[config.mk]
export PLATFORM = sky130hd
export DESIGN_NAME = alu_wb_sequencer
export DESIGN_NICKNAME = d
export VERILOG_FILES = /design/src/rtl/alu_wb_sequencer.sv
export SDC_FILE = /design/constraint.sdc
export NUM_CORES = 1
export LEC_CHECK = 0
export BUFFER_PORTS_ARGS = -buffer_cell sky130_fd_sc_hd__buf_2
export CORE_UTILIZATION = 55
export DETAILED_ROUTE_END_ITERATION = 10
export PLACE_DENSITY = 0.86
export SLEW_MARGIN = 0
export SYNTH_ARGS = -nofsm -noshare
export SYNTH_HDL_FRONTEND = slang
export SYNTH_SLANG_ARGS = --single-unit
[constraint.sdc]
create_clock -name Clk -period 7 [get_ports Clk]
set_clock_uncertainty 0.15 [all_clocks]
set_input_delay 0 -clock Clk [delete_from_list [all_inputs] [get_ports Clk]]
set_output_delay 0 -clock Clk [all_outputs]
set_load 0.005 [all_outputs]
[src/rtl/alu_wb_sequencer.sv]
// alu_wb_sequencer: four-state read/execute/write-back ALU sequencer around an external register file.
// Define ALU_WB_SHIFT_EN to make ALU_OP 111 a logical left shift; otherwise it is flagged as illegal.
module alu_wb_sequencer #(
    parameter int DATA_W = 32,
    parameter int ADDR_W = 5
) (
    input  logic              Clk,
    input  logic              Reset,
    input  logic              Start,
    input  logic [2:0]        ALU_OP,
    input  logic [ADDR_W-1:0] Rs,
    input  logic [ADDR_W-1:0] Rt,
    input  logic [ADDR_W-1:0] Rd,
    output logic [ADDR_W-1:0] R_Addr_A,
    output logic [ADDR_W-1:0] R_Addr_B,
    input  logic [DATA_W-1:0] R_Data_A,
    input  logic [DATA_W-1:0] R_Data_B,
    output logic [ADDR_W-1:0] W_Addr,
    output logic [DATA_W-1:0] W_Data,
    output logic              Write_Reg,
    output logic              Busy,
    output logic              Done,
    output logic              ZF,
    output logic              OF,
    output logic              Err
);
    typedef enum logic [1:0] {IDLE, READ, EXEC, WB} state_t;
    localparam int MSB = DATA_W - 1;
    state_t state, state_n;
    logic [2:0] op_q;
    logic [ADDR_W-1:0] rs_q, rt_q, rd_q;
    logic [DATA_W-1:0] a_q, b_q, res_q, res, sum, diff;
    logic of, err, lt;
`ifdef ALU_WB_SHIFT_EN
    localparam int SH_W = $clog2(DATA_W);
`endif

    always_ff @(posedge Clk)
        state <= Reset ? IDLE : state_n;

    always_comb begin
        state_n = state;
        case (state)
            IDLE:    state_n = Start ? READ : IDLE;
            READ:    state_n = EXEC;
            EXEC:    state_n = WB;
            default: state_n = IDLE;
        endcase
        Busy      = state != IDLE;
        Done      = state == WB;
        R_Addr_A  = state == READ ? rs_q : '0;
        R_Addr_B  = state == READ ? rt_q : '0;
        W_Addr    = state == WB ? rd_q : '0;
        W_Data    = state == WB ? res_q : '0;
        Write_Reg = state == WB && rd_q != '0 && !Err;
    end

    always_comb begin
        sum  = a_q + b_q;
        diff = a_q - b_q;
        lt   = $signed(a_q) < $signed(b_q);
        err  = 1'b0;
        res  = '0;
        case (op_q)
            3'b000: res = a_q & b_q;
            3'b001: res = a_q | b_q;
            3'b010: res = a_q ^ b_q;
            3'b011: res = ~(a_q | b_q);
            3'b100: res = sum;
            3'b101: res = diff;
            3'b110: res = {{(DATA_W-1){1'b0}}, lt};
`ifdef ALU_WB_SHIFT_EN
            default: res = b_q << a_q[SH_W-1:0];
`else
            default: err = 1'b1;
`endif
        endcase
        // signed overflow: operands' signs make the true result unrepresentable
        of = op_q == 3'b100 ? (a_q[MSB] == b_q[MSB] && sum[MSB] != a_q[MSB]) :
             op_q == 3'b101 ? (a_q[MSB] != b_q[MSB] && diff[MSB] != a_q[MSB]) : 1'b0;
    end

    always_ff @(posedge Clk) begin
        if (Reset) begin
            op_q  <= '0;
            rs_q  <= '0;
            rt_q  <= '0;
            rd_q  <= '0;
            a_q   <= '0;
            b_q   <= '0;
            res_q <= '0;
            ZF    <= 1'b0;
            OF    <= 1'b0;
            Err   <= 1'b0;
        end else begin
            if (state == IDLE && Start) begin
                op_q <= ALU_OP;
                rs_q <= Rs;
                rt_q <= Rt;
                rd_q <= Rd;
            end
            if (state == READ) begin
                a_q <= R_Data_A;
                b_q <= R_Data_B;
            end
            if (state == EXEC) begin
                res_q <= res;
                ZF    <= res == '0;
                OF    <= of;
                Err   <= err;
            end
        end
    end
endmodule

## After elaboration in Yosys (flattened, before gate mapping)

Cells that the tools add are included.

| storage, ports and cells | value |
|---|---|
| register bits | 119 |
| bits of input ports | 85 |
| output and inout port bits | 53 |
| word-level logic and storage cells | 53 |

| operators by class | value |
|---|---|
| $add $sub $neg | 2 |
| $lt $le $gt $ge | 1 |
| eq/ne operators | 13 |
| mux-type cells | 10 |
| bitwise logic cells | 4 |
| reduce and logical (&&, ||, !) cells | 12 |

Operator list:

| kind | count |
|---|---|
| $pmux W32 S7 | 1 |
| $add A32 B32 Y32 | 1 |
| $and A32 B32 Y32 | 1 |
| $logic_not A32 Y1 | 1 |
| $lt A32 B32 Y1 | 1 |
| $mux W32 | 1 |
| $not A32 Y32 | 1 |
| $or A32 B32 Y32 | 1 |
| $sub A32 B32 Y32 | 1 |
| $xor A32 B32 Y32 | 1 |
| $mux W5 | 3 |
| $eq A3 B3 Y1 const B | 3 |
| $reduce_or A7 Y1 | 1 |
| $eq A3 B2 Y1 const B | 2 |
| $pmux W2 S3 | 1 |
| $logic_and A1 B1 Y1 | 5 |
| $reduce_bool A5 Y1 | 1 |
| $eq A2 B2 Y1 const B | 2 |
| $mux W1 | 4 |
| $eq A3 B1 Y1 const B | 1 |
| $logic_not A3 Y1 | 1 |
| $ne A1 B1 Y1 | 3 |
| $eq A2 B1 Y1 const B | 1 |
| $logic_not A2 Y1 | 1 |
| other kinds (3) | 3 |

## Logic depth before layout (Yosys ltp)

Gate-level depths: netlist of run 1.

| logic depth | value |
|---|---|
| word-level depth | 5 |
| depth in mapped cells | 15 |
| mapped depth without buffers | 14 |

## Worst setup path before layout of run 1

No wires, ideal clock.

| path | value |
|---|---|
| path type | reg2reg |
| from | register a_q[1] |
| to | register ZF |
| library setup time | 0.088 ns |
| arrival time | 3.305 ns |
| data required time | 6.762 ns |
| path slack | 3.457 ns |
| stages on the path, launching flop included | 15 |
| buffers on the path | 1 |
| clock period less this slack | 3.543 ns |
| cells stage by stage | dfxtp_1 -> inv_1 -> ha_1 -> o21ba_1 -> or4_4 -> buf_6 -> a2111oi_4 -> nor2_2 -> a221o_1 -> a21oi_2 -> and4b_1 -> nand4_1 -> nor4b_2 -> nand4b_1 -> o32ai_2 |

| on the way | value |
|---|---|
| longest elaborated chain between the ends | 4 |
| elaborated cells on any way between the ends | 9 |
| classes of those cells | add/sub (2); order compare (1); mux (1); bitwise (4); reduce/logical (1) |

RTL lines:

| what | RTL line | text |
|---|---|---|
| start: declaration | 32 | `logic [DATA_W-1:0] a_q, b_q, res_q, res, sum, diff;` |
| start signal: assignment | 103 | `a_q <= R_Data_A;` |
| branches (longest 2 deep; another with $sub A32 B32 Y32) | -- |  |
| $pmux W32 S7 * | 64 | `case (op_q)` |
| $logic_not A32 Y1 * | 108 | `ZF <= res == '0;` |
| end signal: assignment | 92 | `ZF <= 1'b0;` |
| end signal: assignment | 108 |  |
| end: declaration | 23 | `output logic ZF,` |

Every way passes the cells marked *.
A chain may end at the register's enable or synchronous reset.

## Worst setup path in the final report of run 1

| path | value |
|---|---|
| from | register a_q[5] |
| to | register ZF |

The elaborated chain is that of the path after synthesis.

==> results of run 1 <==
[cell usage after synthesis, types with 9 or more instances]
library cell | number | share of area (%)
sky130_fd_sc_hd__buf_2 | 15 | 0.68
sky130_fd_sc_hd__nor2_1 | 181 | 6.2
sky130_fd_sc_hd__clkbuf_1 | 45 | 1.5
sky130_fd_sc_hd__mux2i_1 | 91 | 8.3
sky130_fd_sc_hd__xnor2_1 | 33 | 2.6
sky130_fd_sc_hd__o21ai_0 | 51 | 2.3
sky130_fd_sc_hd__ha_1 | 102 | 12
sky130_fd_sc_hd__nor2b_1 | 26 | 1.5
sky130_fd_sc_hd__nand2_1 | 108 | 3.7
sky130_fd_sc_hd__buf_1 | 14 | 0.48
sky130_fd_sc_hd__o31ai_1 | 16 | 1.1
sky130_fd_sc_hd__nand2b_1 | 9 | 0.51
sky130_fd_sc_hd__o21bai_1 | 11 | 0.75
sky130_fd_sc_hd__o211ai_1 | 12 | 0.82
sky130_fd_sc_hd__a21oi_1 | 107 | 4.9
sky130_fd_sc_hd__nor4_1 | 14 | 0.79
sky130_fd_sc_hd__and2_1 | 50 | 2.8
sky130_fd_sc_hd__a21o_1 | 18 | 1.2
sky130_fd_sc_hd__dfxtp_1 | 119 | 22
sky130_fd_sc_hd__nor3_1 | 30 | 1.4
sky130_fd_sc_hd__nand3_1 | 18 | 0.82
sky130_fd_sc_hd__inv_1 | 97 | 3.3
sky130_fd_sc_hd__xor2_1 | 10 | 0.79
sky130_fd_sc_hd__o21a_1 | 11 | 0.75
sky130_fd_sc_hd__a211oi_1 | 44 | 3.0
sky130_fd_sc_hd__buf_6 | 10 | 1.0
sky130_fd_sc_hd__a31oi_1 | 12 | 0.68
[how the worst max path moves through the flow]
stage | from | to | slack, ns | depth (start not counted)
finish | a_q[5] | ZF | 2.26 | 13
global route | a_q[5] | ZF | 2.10 | 13
CTS | a_q[5] | ZF | 2.45 | 13
detailed placement | a_q[5] | ZF | 2.48 | 13
global placement | a_q[5] | ZF | 2.44 | 13
floorplan | a_q[1] | ZF | 3.46 | 14
[area by class of cell]
type | count | area, um^2 | area share, %
Clock inverter | 15 | 154 | 1.15
Timing Repair Buffer | 267 | 1950 | 14.5
Multi-Input combinational cell | 1128 | 7810 | 58.2
Tap cell | 265 | 332 | 2.47
Clock buffer | 17 | 425 | 3.17
Inverter | 100 | 375 | 2.80
Sequential cell | 119 | 2380 | 17.8
[routing by layer]
| layer | global-route usage [%] | wire length (um) | vias up |
|---|---|---|---|
| met5 | 0 | 0 | - |
| met4 | 16.2 | 1390 | 0 |
| met3 | 5.60 | 3350 | 121 |
| met2 | 59.5 | 17400 | 724 |
| met1 | 48.1 | 16000 | 5586 |
| li1 | - | - | 5508 |
[placed cells by master, fill, tap and decap left out, types with 7 or more instances in the layout]
cell and n:
sky130_fd_sc_hd__nor2_1 180, sky130_fd_sc_hd__buf_2 136, sky130_fd_sc_hd__dfxtp_1 118, sky130_fd_sc_hd__dlygate4sd3_1 114, sky130_fd_sc_hd__nand2_1 108, sky130_fd_sc_hd__a21oi_1 107, sky130_fd_sc_hd__ha_1 100, sky130_fd_sc_hd__inv_1 97
sky130_fd_sc_hd__mux2i_1 91, sky130_fd_sc_hd__o21ai_0 51, sky130_fd_sc_hd__and2_1 50, sky130_fd_sc_hd__a211oi_1 44, sky130_fd_sc_hd__xnor2_1 33, sky130_fd_sc_hd__nor3_1 30, sky130_fd_sc_hd__nor2b_1 26, sky130_fd_sc_hd__nand3_1 18
sky130_fd_sc_hd__a21o_1 18, sky130_fd_sc_hd__clkbuf_16 17, sky130_fd_sc_hd__buf_4 17, sky130_fd_sc_hd__o31ai_1 16, sky130_fd_sc_hd__nor4_1 14, sky130_fd_sc_hd__a31oi_1 12, sky130_fd_sc_hd__o211ai_1 12, sky130_fd_sc_hd__o21bai_1 11
sky130_fd_sc_hd__o21a_1 11, sky130_fd_sc_hd__xor2_1 10, sky130_fd_sc_hd__nand2b_1 9, sky130_fd_sc_hd__nand4_1 8, sky130_fd_sc_hd__o311ai_0 8, sky130_fd_sc_hd__a22oi_1 8, sky130_fd_sc_hd__a221o_1 8, sky130_fd_sc_hd__a211o_1 7
[what timing repair did]
item,CTS,global route
setup buffers,0,0
hold buffers,114,0
endpoints found under the setup margin,0,0
endpoints found under the hold margin,92,0
[power groups by stage]
| stage | Combinational [W] | Sequential, W | Clock [W] |
|---|---|---|---|
| CTS | 0.00189 | 0.000861 | 0.000888 |
| floorplan | 0.00139 | 0.000845 | 0 |
| global placement | 0.00180 | 0.000869 | 0 |
| detailed placement | 0.00181 | 0.000875 | 0 |
| finish | 0.00197 | 0.000865 | 0.000894 |
| global route | 0.00211 | 0.000877 | 0.000925 |
[through the flow]
stage / utilization (%) / area [um^2] / setup slack, ns / instances
floorplan: - / 11000 / 3.46 / 1440
global placement: 59.8 / 11700 / 2.44 / 1765
detailed placement: 59.8 / 11700 / 2.48 / 1765
CTS: 68.5 / 13400 / 2.45 / 1911
global route: 68.5 / 13400 / 2.10 / 1911
finish: 68.5 / 13400 / 2.26 / 1911
[logic make-up after synthesis]
| kind of cell | count (synthesis) | share of synthesized area [%] |
|---|---|---|
| flip-flops | 119 | 21.6 |
| multiplexers | 97 | 8.87 |
| buffers and inverters | 193 | 7.76 |
| adder cells (fa/ha/maj) | 104 | 11.9 |
| AO/OA/AOI/OAI | 397 | 25.3 |
| AND/OR/NAND/NOR | 487 | 21.1 |
| XOR/XNOR | 43 | 3.41 |
[sequential cells by signal, indices dropped and copies added, names as in the netlist]
name	flops
ZF	1
res_q	32
op_q	3
OF	1
state	2
Err	1
rt_q	5
a_q	32
rs_q	5
rd_q	5
b_q	32
[worst max-delay path, cell delays in order, from the launching register on]
cell and delay [ns]:
sky130_fd_sc_hd__dfxtp_1 0.39, sky130_fd_sc_hd__inv_1 0.06, sky130_fd_sc_hd__ha_1 0.65, sky130_fd_sc_hd__nand4_1 0.37, sky130_fd_sc_hd__a2111oi_2 0.66, sky130_fd_sc_hd__o311ai_0 0.49, sky130_fd_sc_hd__nand2_1 0.21, sky130_fd_sc_hd__xor2_1 0.08
sky130_fd_sc_hd__a21oi_1 0.15, sky130_fd_sc_hd__o21ai_0 0.22, sky130_fd_sc_hd__or4bb_1 0.56, sky130_fd_sc_hd__nor4b_2 0.31, sky130_fd_sc_hd__nand4b_1 0.16, sky130_fd_sc_hd__o32ai_2 0.20
==> flow_summary.rst, run 1 <==
.. list-table::
   :header-rows: 1

   * - Metric
     - Value
   * - DRT antenna net count
     - 0
   * - Post-synth top flop
     - sky130_fd_sc_hd__dfxtp_1
   * - End point of the worst hold path
     - rd_q[2]
   * - Global-route wire length before repair
     - just under 60,000 um
   * - Cells on worst reg2reg path
     - 13
   * - Worst max-slew margin expressed relative to the limit
     - 24.4%
   * - Horiz. Die Dim
     - 144 um
   * - Outcome
     - finished clean
   * - Number of violations of the max-capacitance limit
     - 0
   * - Hold depth
     - 4
   * - Per-cell via count in the routed design
     - 6.25
   * - Net switching power
     - 0.00174 W
   * - Crit end category
     - flop
   * - Setup TNS Final
     - 0 ns
   * - I/O pin count
     - 138
   * - Buffers from clock root to sink, at most
     - 2
   * - Min-Delay Startpoint
     - Start
   * - Type of element launching the critical path
     - flop
   * - Fin nets
     - 1,822
   * - Number of synthesis warnings
     - 0
   * - Initial antenna violation count
     - 0
   * - Die Span Y
     - 144 um
   * - Pin slew with the least headroom to its limit
     - roughly 1.1 ns
   * - RSZ-0062 raised after global routing
     - no
   * - Asr flop ratio synth
     - 0%
   * - Cts bufs inserted
     - 17
   * - Worst path required time
     - 7.20 ns
   * - Power consumption
     - 0.00373 W
   * - GRT Total Usage
     - 36.7%
   * - Total power divided by cell area
     - 278 nW/um^2
   * - Number of filler cells placed in the layout
     - 1,571
   * - Clock tree from TritonCTS
     - yes
   * - Part of the power in registers
     - 23.2%
   * - Number of standard cells after synthesis
     - 1,440
   * - Portion of total power attributed to the clock network
     - 23.9%
   * - HP Class
     - input pin to flop
   * - Final weighted congestion in routability-driven placement
     - 0.995
   * - Maximum operating frequency
     - 0.211 GHz
   * - Post-Syn Nets
     - 1,629
   * - Fraction of power spent switching nets
     - 46.5%
   * - Clock Root Buffer
     - sky130_fd_sc_hd__clkbuf_16
   * - Resize count post-CTS
     - 0
   * - Setup-failing EPs final
     - 0
   * - Residual overflow from global routing
     - 0
   * - Path type of the worst setup path
     - flop to flop
   * - Distinct cell type count of the synthesized netlist
     - between 90 and 100
   * - Worst reg-to-reg setup slack
     - 2.26 ns
   * - Terminus of the critical flop-to-flop path
     - ZF
   * - Area of the die
     - 20,600 um^2
   * - Maximum ir drop on the vdd rail
     - approximately 0.00020 V
   * - H-tree depth
     - 4
   * - CP arrival
     - 4.94 ns
   * - Total wirelength of the detailed-routed design
     - 38,200 um
   * - Synthesized area divided by synthesized cell count
     - about 7.7 um^2
   * - Standard cell core area
     - about 20,000 um^2
   * - Part of the cycle the worst path needs
     - 67.7%
   * - Quantity of I/O buffers inserted on ports
     - 137
   * - Synthesis-to-layout area growth
     - 21.7%
   * - Floorplan row count
     - 51
   * - Number of global-route vias before repair
     - 11,077
   * - Routed vias
     - ~12,000
   * - Clock period minus final worst setup slack
     - ~4.7 ns
   * - Half-perimeter wire length after placement
     - 25,800 um
   * - Antenna Cells
     - 0
   * - Pin count of the biggest net entering global routing
     - 78
   * - Latest clock arrival within the worst-skew pair
     - 0.44 ns
   * - First-pass iteration count of the detailed router
     - 5
   * - Crit path max fanout
     - 12
   * - Leakage component of the power
     - 5.62 nW
   * - Int Power
     - 0.00200 W
   * - Initial cell density of the core
     - 56.3%
   * - CTS clk-pin slew, worst paths
     - around 0.07 ns
   * - Number of enable flip-flop cells after synthesis
     - 0
   * - Post-route worst hold slack
     - 0.130 ns
   * - Fin. Hold Viols
     - 0
   * - Routed length per instance
     - between 15 and 20 um
   * - Worst r2r src
     - a_q[5]
   * - Sequential cell area fraction in the yosys report
     - 21.6%
   * - Max-slew violation count
     - 0
   * - Starting DRC count in detailed routing
     - roughly 1,600
   * - Share of power burned in combinational logic
     - 52.9%
   * - Number of clock sinks
     - 119
   * - #FFs+latches synth
     - roughly 120
   * - Netlist area before placement
     - 11,000 um^2
   * - Fraction of final layout cells sized beyond drive strength 1
     - ~14%
   * - Post-route DRC
     - 0
Power figures use the tool's default switching activity.
==> run 2, diff against run 1 <==
- CORE_UTILIZATION: 55 -> 54
- PLACE_DENSITY: 0.86 -> 0.88
- clock period: 7 -> 4.2 ns (I/O delays scaled with it)
==> run 2 against run 1 <==
Compared with the run above: critical endpoint unchanged; non-clock buffer count up 56; critical path type unchanged; sequential power up 68%; wire length up 6.9%; largest cell class unchanged; cell count up 2.9%; design area up 4.1%; critical path depth up 1.
==> flow_summary.rst, run 2 (synthesis gave the netlist of run 1 again) <==
.. list-table::
   :header-rows: 1

   * - Metric
     - Value
   * - Pin count of the biggest net entering global routing
     - 71 (-9.0%)
   * - Part of the power in registers
     - 22.1% (-1.1 points)
   * - Power consumption
     - 0.00656 W (+76%)
   * - Buffers from clock root to sink, at most
     - 2 (unchanged)
   * - Delay of the slowest cell on the worst path
     - 0.54 ns (-0.12 ns)
   * - Worst max-slew margin expressed relative to the limit
     - 34.7% (+10 points)
   * - Per-cell via count in the routed design
     - 6.25 (about the same)
   * - Starting DRC count in detailed routing
     - 1,589 (+0.70%)
   * - Most frequent standard cell in the layout excluding fill and tap cells
     - sky130_fd_sc_hd__nor2_1
   * - Floorplan row count
     - 51 (unchanged)
   * - Half-perimeter wire length after placement
     - 27,700 um (+7.0%)
   * - Post-route DRC
     - 0 (unchanged)
   * - Largest registers ranked by flip-flop count
     - a_q x32, b_q x32, res_q x32
   * - CTS clk-pin slew, worst paths
     - 0.07 ns (about the same)
   * - Type of element launching the critical path
     - flop
   * - Standard cell core area
     - 19,700 um^2 (+0.65%)
   * - Routed vias
     - 12,298 (+3.0%)
   * - GRT Total Usage
     - 38.5% (+1.8 points)
   * - Most used cells in the layout excluding fill and tap cells
     - 180 x sky130_fd_sc_hd__nor2_1, 136 x sky130_fd_sc_hd__buf_2, 118 x sky130_fd_sc_hd__dfxtp_1
   * - Fraction of final layout cells sized beyond drive strength 1
     - 17.5% (+3.7 points)
   * - Worst path required time
     - 4.41 ns (-2.79 ns)
   * - Synthesis-to-layout area growth
     - 26.8%
   * - Clock tree from TritonCTS
     - yes
   * - Leakage component of the power
     - 5.92 nW (+5.2%)
   * - Path type of the worst setup path
     - flop to flop
   * - I/O pin count
     - 138 (unchanged)
   * - Crit path max fanout
     - 4 (-8)
   * - Initial cell density of the core
     - 55.9% (-0.36 points)
   * - Total wirelength of the detailed-routed design
     - 40,800 um (+6.9%)
   * - Number of clock sinks
     - 119 (unchanged)
   * - Latest clock arrival within the worst-skew pair
     - 0.45 ns (about the same)
   * - Number of violations of the max-capacitance limit
     - 0 (unchanged)
   * - Cell-by-cell listing of the critical path
     - ha_1 > inv_1 > fa_1 > nand2b_1 > a2111oi_4 > buf_4 > o311ai_2 > nand2_1 > mux2_2 > a21oi_2 > or4bb_1 > nor4b_4 > nand4b_1 > o32ai_2
   * - Die Span Y
     - 145 um (+0.91%)
   * - Pin slew with the least headroom to its limit
     - 0.979 ns (-0.140 ns)
   * - Area of the die
     - 21,000 um^2 (+1.8%)
   * - Final non-filler cell area
     - 14,000 um^2 (+4.1%)
   * - Horiz. Die Dim
     - 145 um (+0.91%)
   * - Maximum ir drop on the vdd rail
     - 0.000321 V (+57%)
   * - Clock period minus final worst setup slack
     - 4.09 ns (-0.650 ns)
   * - DRT antenna net count
     - 0 (unchanged)
   * - Number of filler cells placed in the layout
     - 1,512 (-3.8%)
   * - Total power divided by cell area
     - 469 nW/um^2 (+69%)
   * - Global-route wire length before repair
     - 64,500 um (+9.8%)
   * - Antenna Cells
     - 0 (unchanged)
   * - Post-route worst hold slack
     - 0.127 ns (-0.00274 ns)
   * - Initial antenna violation count
     - 0 (unchanged)
   * - H-tree depth
     - 4 (unchanged)
   * - Setup-failing EPs final
     - 0 (unchanged)
   * - Maximum operating frequency
     - 0.245 GHz (+16%)
   * - Net switching power
     - 0.00302 W (+74%)
   * - First-pass iteration count of the detailed router
     - 6 (+1)
   * - Share of the core filled with cells in the final layout
     - 70.9% (+2.4 points)
   * - CP arrival
     - 4.30 ns (-0.64 ns)
   * - Final weighted congestion in routability-driven placement
     - 1.02 (+2.6%)
   * - Residual overflow from global routing
     - 0 (unchanged)
   * - Crit end category
     - flop
   * - Fin. Hold Viols
     - 0 (unchanged)
   * - Share of power burned in combinational logic
     - 55.2% (+2.3 points)
   * - Clock Root Buffer
     - sky130_fd_sc_hd__clkbuf_16
   * - Placement Cell Area
     - 12,200 um^2 (+3.8%)
   * - Outcome
     - finished clean
   * - Int Power
     - 0.00353 W (+77%)
   * - Fin nets
     - 1,878 (+3.1%)
   * - HP Class
     - input pin to flop
   * - Max-slew violation count
     - 0 (unchanged)
   * - Cell at the slowest stage of the critical path
     - sky130_fd_sc_hd__or4bb_1
   * - Number of global-route vias before repair
     - 11,770 (+6.3%)
   * - Fraction of power spent switching nets
     - 46.1% (-0.40 points)
   * - Cts bufs inserted
     - 17 (unchanged)
   * - Part of the cycle the worst path needs
     - 97.3% (+30 points)
   * - Portion of total power attributed to the clock network
     - 22.8% (-1.1 points)
   * - Quantity of I/O buffers inserted on ports
     - 137 (unchanged)
   * - Routed length per instance
     - 20.7 um (+3.8%)
run 2: final cells by class:
class	count	area, um^2	share of cell area, %
clock buffers	17	425	3.04
clock inverters	15	148	1.06
inverters	100	375	2.68
multi-input cells	1128	7920	56.6
flip-flops and latches	119	2380	17.0
well taps	265	332	2.37
repair buffers	323	2400	17.2
run 2: per-stage QoR:
| step | instances | setup TNS, ns | setup slack, ns |
|---|---|---|---|
| global route | 1967 | -0.0519 | -0.0519 |
| detailed placement | 1820 | -0.0239 | -0.0239 |
| finish | 1967 | 0 | 0.114 |
| floorplan | 1440 | 0 | 0.657 |
| CTS | 1964 | 0 | 0.00997 |
| global placement | 1820 | 0 | 0.0441 |
run 2: power by group through the flow:
stage	clock (W)	combinational (W)	sequential [W]
2_1_floorplan	0	0.00232	0.00141
3_3_place_gp	0	0.00325	0.00145
3_5_place_dp	0	0.00328	0.00146
4_1_cts	0.00149	0.00342	0.00144
5_1_grt	0.00154	0.00387	0.00146
6_report	0.00149	0.00362	0.00145
run 2: path summary, 6_finish.rpt:
path	slack, ns	from	cells after the start	endpoint
max	0.11	b_q[0]	14	ZF
min	0.13	Start	4	rs_q[4]
max reg2reg	0.11	b_q[0]	14	ZF
min reg2reg	0.30	rs_q[4]	2	rs_q[4]
run 2: what timing repair did:
item | 4_1_cts | 5_1_grt
gates resized for setup | 1 | 21
buffers inserted | 0 | 3
hold buffers | 112 | 0
setup endpoints to repair | 1 | 4
endpoints found under the hold margin | 96 | 0
gates cloned | 0 | 0
pin swaps | 0 | 5
run 2: metal layers:
metal / routed length (um) / up-vias / GRT usage (%)
met5: 0 / - / 0
met4: 1570 / 0 / 15.3
met2: 18600 / 729 / 62.6
met1: 16600 / 5790 / 49.5
met3: 3970 / 146 / 8.11
li1: - / 5633 / -
run 2: critical path, delay by kind of cell (launching register included):
family	cells	cell delay [ns]
fa+ha+maj	2	0.61
simple gates	5	1.36
flops	1	0.37
buf+inv	2	0.27
mux	1	0.35
compound gates	4	0.91
==> run 3, diff against run 2 <==
- BUFFER_PORTS_ARGS: -buffer_cell sky130_fd_sc_hd__buf_2 -> default
- CORE_UTILIZATION: 54 -> 55
- DONT_BUFFER_PORTS: default -> 1
- PLACE_DENSITY: 0.88 -> 0.83
- RECOVER_POWER: default -> 100
- SKIP_CTS_REPAIR_TIMING: default -> 1
==> run 3 against run 2 <==
Compared with the run above: the run now ends with capacitance limit, slew limit left; sequential cell count unchanged; sequential power about the same; critical endpoint is now OF; clock power decreased by 3%; fmax shrank 0.53%; count of clock-buffer cells in the layout is the same; critical path type unchanged; critical path depth did not move; die area shrank 1.8%; worst hold slack lost 0.073 ns.
==> flow_summary.rst, run 3 (synthesis gave the netlist of run 1 again) <==
.. list-table::
   :header-rows: 1

   * - Metric
     - Value
   * - Quantity of I/O buffers inserted on ports
     - 0 (-100%)
   * - Residual overflow from global routing
     - 0 (unchanged)
   * - Delay of the slowest cell on the worst path
     - 0.51 ns (-0.03 ns)
   * - Number of clock sinks
     - 119 (unchanged)
   * - Per-cell via count in the routed design
     - 6.38 (+2.0%)
   * - Worst path required time
     - 4.36 ns (-0.05 ns)
   * - Fraction of power spent switching nets
     - 46.0% (-0.16 points)
   * - Initial cell density of the core
     - 56.3% (+0.36 points)
   * - Portion of total power attributed to the clock network
     - 23.2% (+0.4 points)
   * - Largest registers ranked by flip-flop count
     - a_q x32, b_q x32, res_q x32
   * - Standard cell core area
     - 19,600 um^2 (-0.65%)
   * - Number of global-route vias before repair
     - 9,802 (-17%)
   * - Starting DRC count in detailed routing
     - 1,378 (-13%)
   * - Clock tree from TritonCTS
     - yes
   * - Total wirelength of the detailed-routed design
     - 38,200 um (-6.5%)
   * - Final weighted congestion in routability-driven placement
     - 0.978 (-4.2%)
   * - Half-perimeter wire length after placement
     - 26,900 um (-2.9%)
   * - Number of violations of the max-capacitance limit
     - 1 (+1)
   * - Post-route worst hold slack
     - 0.0546 ns (-0.0726 ns)
   * - Pin slew with the least headroom to its limit
     - 2.01 ns (+1.04 ns)
   * - Failing checks
     - capacitance limit, slew limit
   * - Worst reg-to-reg setup slack
     - 0.09 ns (-0.02 ns)
   * - Maximum ir drop on the vdd rail
     - 0.000323 V (+0.92%)
   * - Path type of the worst setup path
     - flop to flop
   * - Cell-by-cell listing of the critical path
     - inv_1 > ha_1 > a21oi_1 > o21ai_0 > or3b_2 > nand3b_1 > a21oi_2 > a31oi_1 > a211oi_1 > clkbuf_1 > nor3_1 > a311o_1 > a31oi_1 > nor2_1
   * - Floorplan row count
     - 51 (unchanged)
   * - Clock Root Buffer
     - sky130_fd_sc_hd__clkbuf_16
   * - Area of the die
     - 20,600 um^2 (-1.8%)
   * - Crit end category
     - flop
   * - Part of the power in registers
     - 22.9% (+0.8 points)
   * - Maximum operating frequency
     - 0.243 GHz (-0.53%)
   * - Area of the multi-input gates
     - 7900 um^2 (-0.27%)
   * - Pin count of the biggest net entering global routing
     - 120 (+69%)
   * - Net switching power
     - 0.00288 W (-4.6%)
   * - Min-Delay Startpoint
     - Start
   * - Synthesis-to-layout area growth
     - 16.9%
   * - Antenna Cells
     - 0 (unchanged)
   * - Int Power
     - 0.00339 W (-4.0%)
   * - Total power divided by cell area
     - 487 nW/um^2 (+3.8%)
   * - Type of element launching the critical path
     - flop
   * - I/O pin count
     - 138 (unchanged)
   * - Routed length per instance
     - 21.3 um (+2.5%)
   * - Hold depth
     - 3 (-1)
   * - Fin. Hold Viols
     - 0 (unchanged)
   * - Part of the cycle the worst path needs
     - 97.8% (+0.52 points)
   * - Worst r2r src
     - a_q[12]
   * - Post-route DRC
     - 0 (unchanged)
   * - First-pass iteration count of the detailed router
     - 6 (unchanged)
   * - Crit path max fanout
     - 12 (+8)
   * - CP arrival
     - 4.27 ns (-0.03 ns)
   * - Fin nets
     - 1,706 (-9.2%)
   * - Leakage component of the power
     - 4.98 nW (-16%)
   * - Most frequent standard cell in the layout excluding fill and tap cells
     - sky130_fd_sc_hd__nor2_1
   * - HP Class
     - input pin to flop
   * - Global-route wire length before repair
     - 54,900 um (-15%)
   * - DRT antenna net count
     - 0 (unchanged)
   * - H-tree depth
     - 4 (unchanged)
   * - CTS clk-pin slew, worst paths
     - 0.07 ns (about the same)
   * - End point of the worst hold path
     - rd_q[0]
   * - Cell at the slowest stage of the critical path
     - sky130_fd_sc_hd__or3b_2
   * - Terminus of the critical flop-to-flop path
     - OF
   * - Most used cells in the layout excluding fill and tap cells
     - 181 x sky130_fd_sc_hd__nor2_1, 117 x sky130_fd_sc_hd__dfxtp_1, 108 x sky130_fd_sc_hd__nand2_1
   * - Share of power burned in combinational logic
     - 53.9% (-1.3 points)
   * - Setup TNS Final
     - 0 ns (unchanged)
   * - Sequential cell area
     - 2380 um^2 (about the same)
   * - Clock period minus final worst setup slack
     - 4.11 ns (+0.0220 ns)
   * - Max-slew violation count
     - 67 (+67)
   * - Buffers from clock root to sink, at most
     - 2 (unchanged)
   * - Worst max-slew margin expressed relative to the limit
     - -34.3% (-69 points)
   * - Cts bufs inserted
     - 17 (unchanged)
   * - Outcome
     - finished with violations
   * - GRT Total Usage
     - 34.9% (-3.6 points)
   * - Routed vias
     - 11,449 (-6.9%)
   * - Horiz. Die Dim
     - 144 um (-0.90%)
   * - Fraction of final layout cells sized beyond drive strength 1
     - 9.54% (-8.0 points)
   * - Setup-failing EPs final
     - 0 (unchanged)
   * - Die Span Y
     - 144 um (-0.90%)
   * - Number of filler cells placed in the layout
     - 1,632 (+7.9%)
   * - Dominant cell type by count on the critical path
     - sky130_fd_sc_hd__a31oi_1
   * - Cells on worst reg2reg path
     - 14 (unchanged)
   * - Latest clock arrival within the worst-skew pair
     - 0.44 ns (about the same)
   * - Initial antenna violation count
     - 1 (+1)
run 3: cell types whose count changed in the layout (fill, tap and decap cells not counted), moves of 3 or more:
cell / change
sky130_fd_sc_hd__buf_2: -136
sky130_fd_sc_hd__and2_0: +48
sky130_fd_sc_hd__and2_1: -48
sky130_fd_sc_hd__dlygate4sd3_1: -28
sky130_fd_sc_hd__buf_4: -15
sky130_fd_sc_hd__clkbuf_1: +7
sky130_fd_sc_hd__clkinv_4: +3
run 3: power by group through the flow:
stage | Combinational [W] | Sequential, W | Clock, W
6_report | 0.00338 | 0.00144 | 0.00145
2_1_floorplan | 0.00232 | 0.00141 | 0
5_1_grt | 0.00361 | 0.00146 | 0.00149
3_5_place_dp | 0.00312 | 0.00146 | 0
3_3_place_gp | 0.00309 | 0.00145 | 0
4_1_cts | 0.00314 | 0.00143 | 0.00144
run 3: cell type report:
cell class / count / share of cell area (%)
Multi-Input combinational cell: 1128 / 61.2
Sequential cell: 119 / 18.5
Timing Repair Buffer: 151 / 10.5
Clock buffer: 17 / 3.30
Inverter: 100 / 2.91
Tap cell: 265 / 2.57
Clock inverter: 15 / 1.03
run 3: per-layer routing:
metal	global-route usage, %	wire length, um	part of all wire (%)
met5	0	0	0
met4	13.7	1350	3.5
met3	6.96	3740	9.8
met2	53.2	17000	45
met1	48.0	16100	42
run 3: worst max-delay path by stage:
stage	from	endpoint	cells after the start
6_report	a_q[12]	OF	14
5_1_grt	a_q[17]	ZF	13
4_1_cts	b_q[5]	ZF	13
3_5_place_dp	a_q[6]	ZF	13
3_3_place_gp	a_q[14]	ZF	12
2_1_floorplan	a_q[1]	ZF	14
run 3: worst max-delay path: cells and delay by family, from the launching register on:
kind | cells | cell delay (ns)
buffers and inverters | 2 | 0.26
AND/OR/NAND/NOR | 4 | 0.89
flip-flops | 1 | 0.40
AO/OA/AOI/OAI | 7 | 1.81
adder cells (fa/ha/maj) | 1 | 0.46
run 3: per-stage QoR:
stage / instance area [um^2] / power (W) / util (%) / setup WS, ns / std cells
detailed placement: 11400 / 0.00457 / 58.1 / 0.0237 / 1676
floorplan: 11000 / 0.00373 / - / 0.657 / 1440
global route: 12900 / 0.00656 / 65.8 / -0.00718 / 1795
finish: 12900 / 0.00628 / 65.8 / 0.0920 / 1795
CTS: 11900 / 0.00602 / 61.0 / -0.0325 / 1708
global placement: 11400 / 0.00454 / 58.1 / 0.195 / 1676
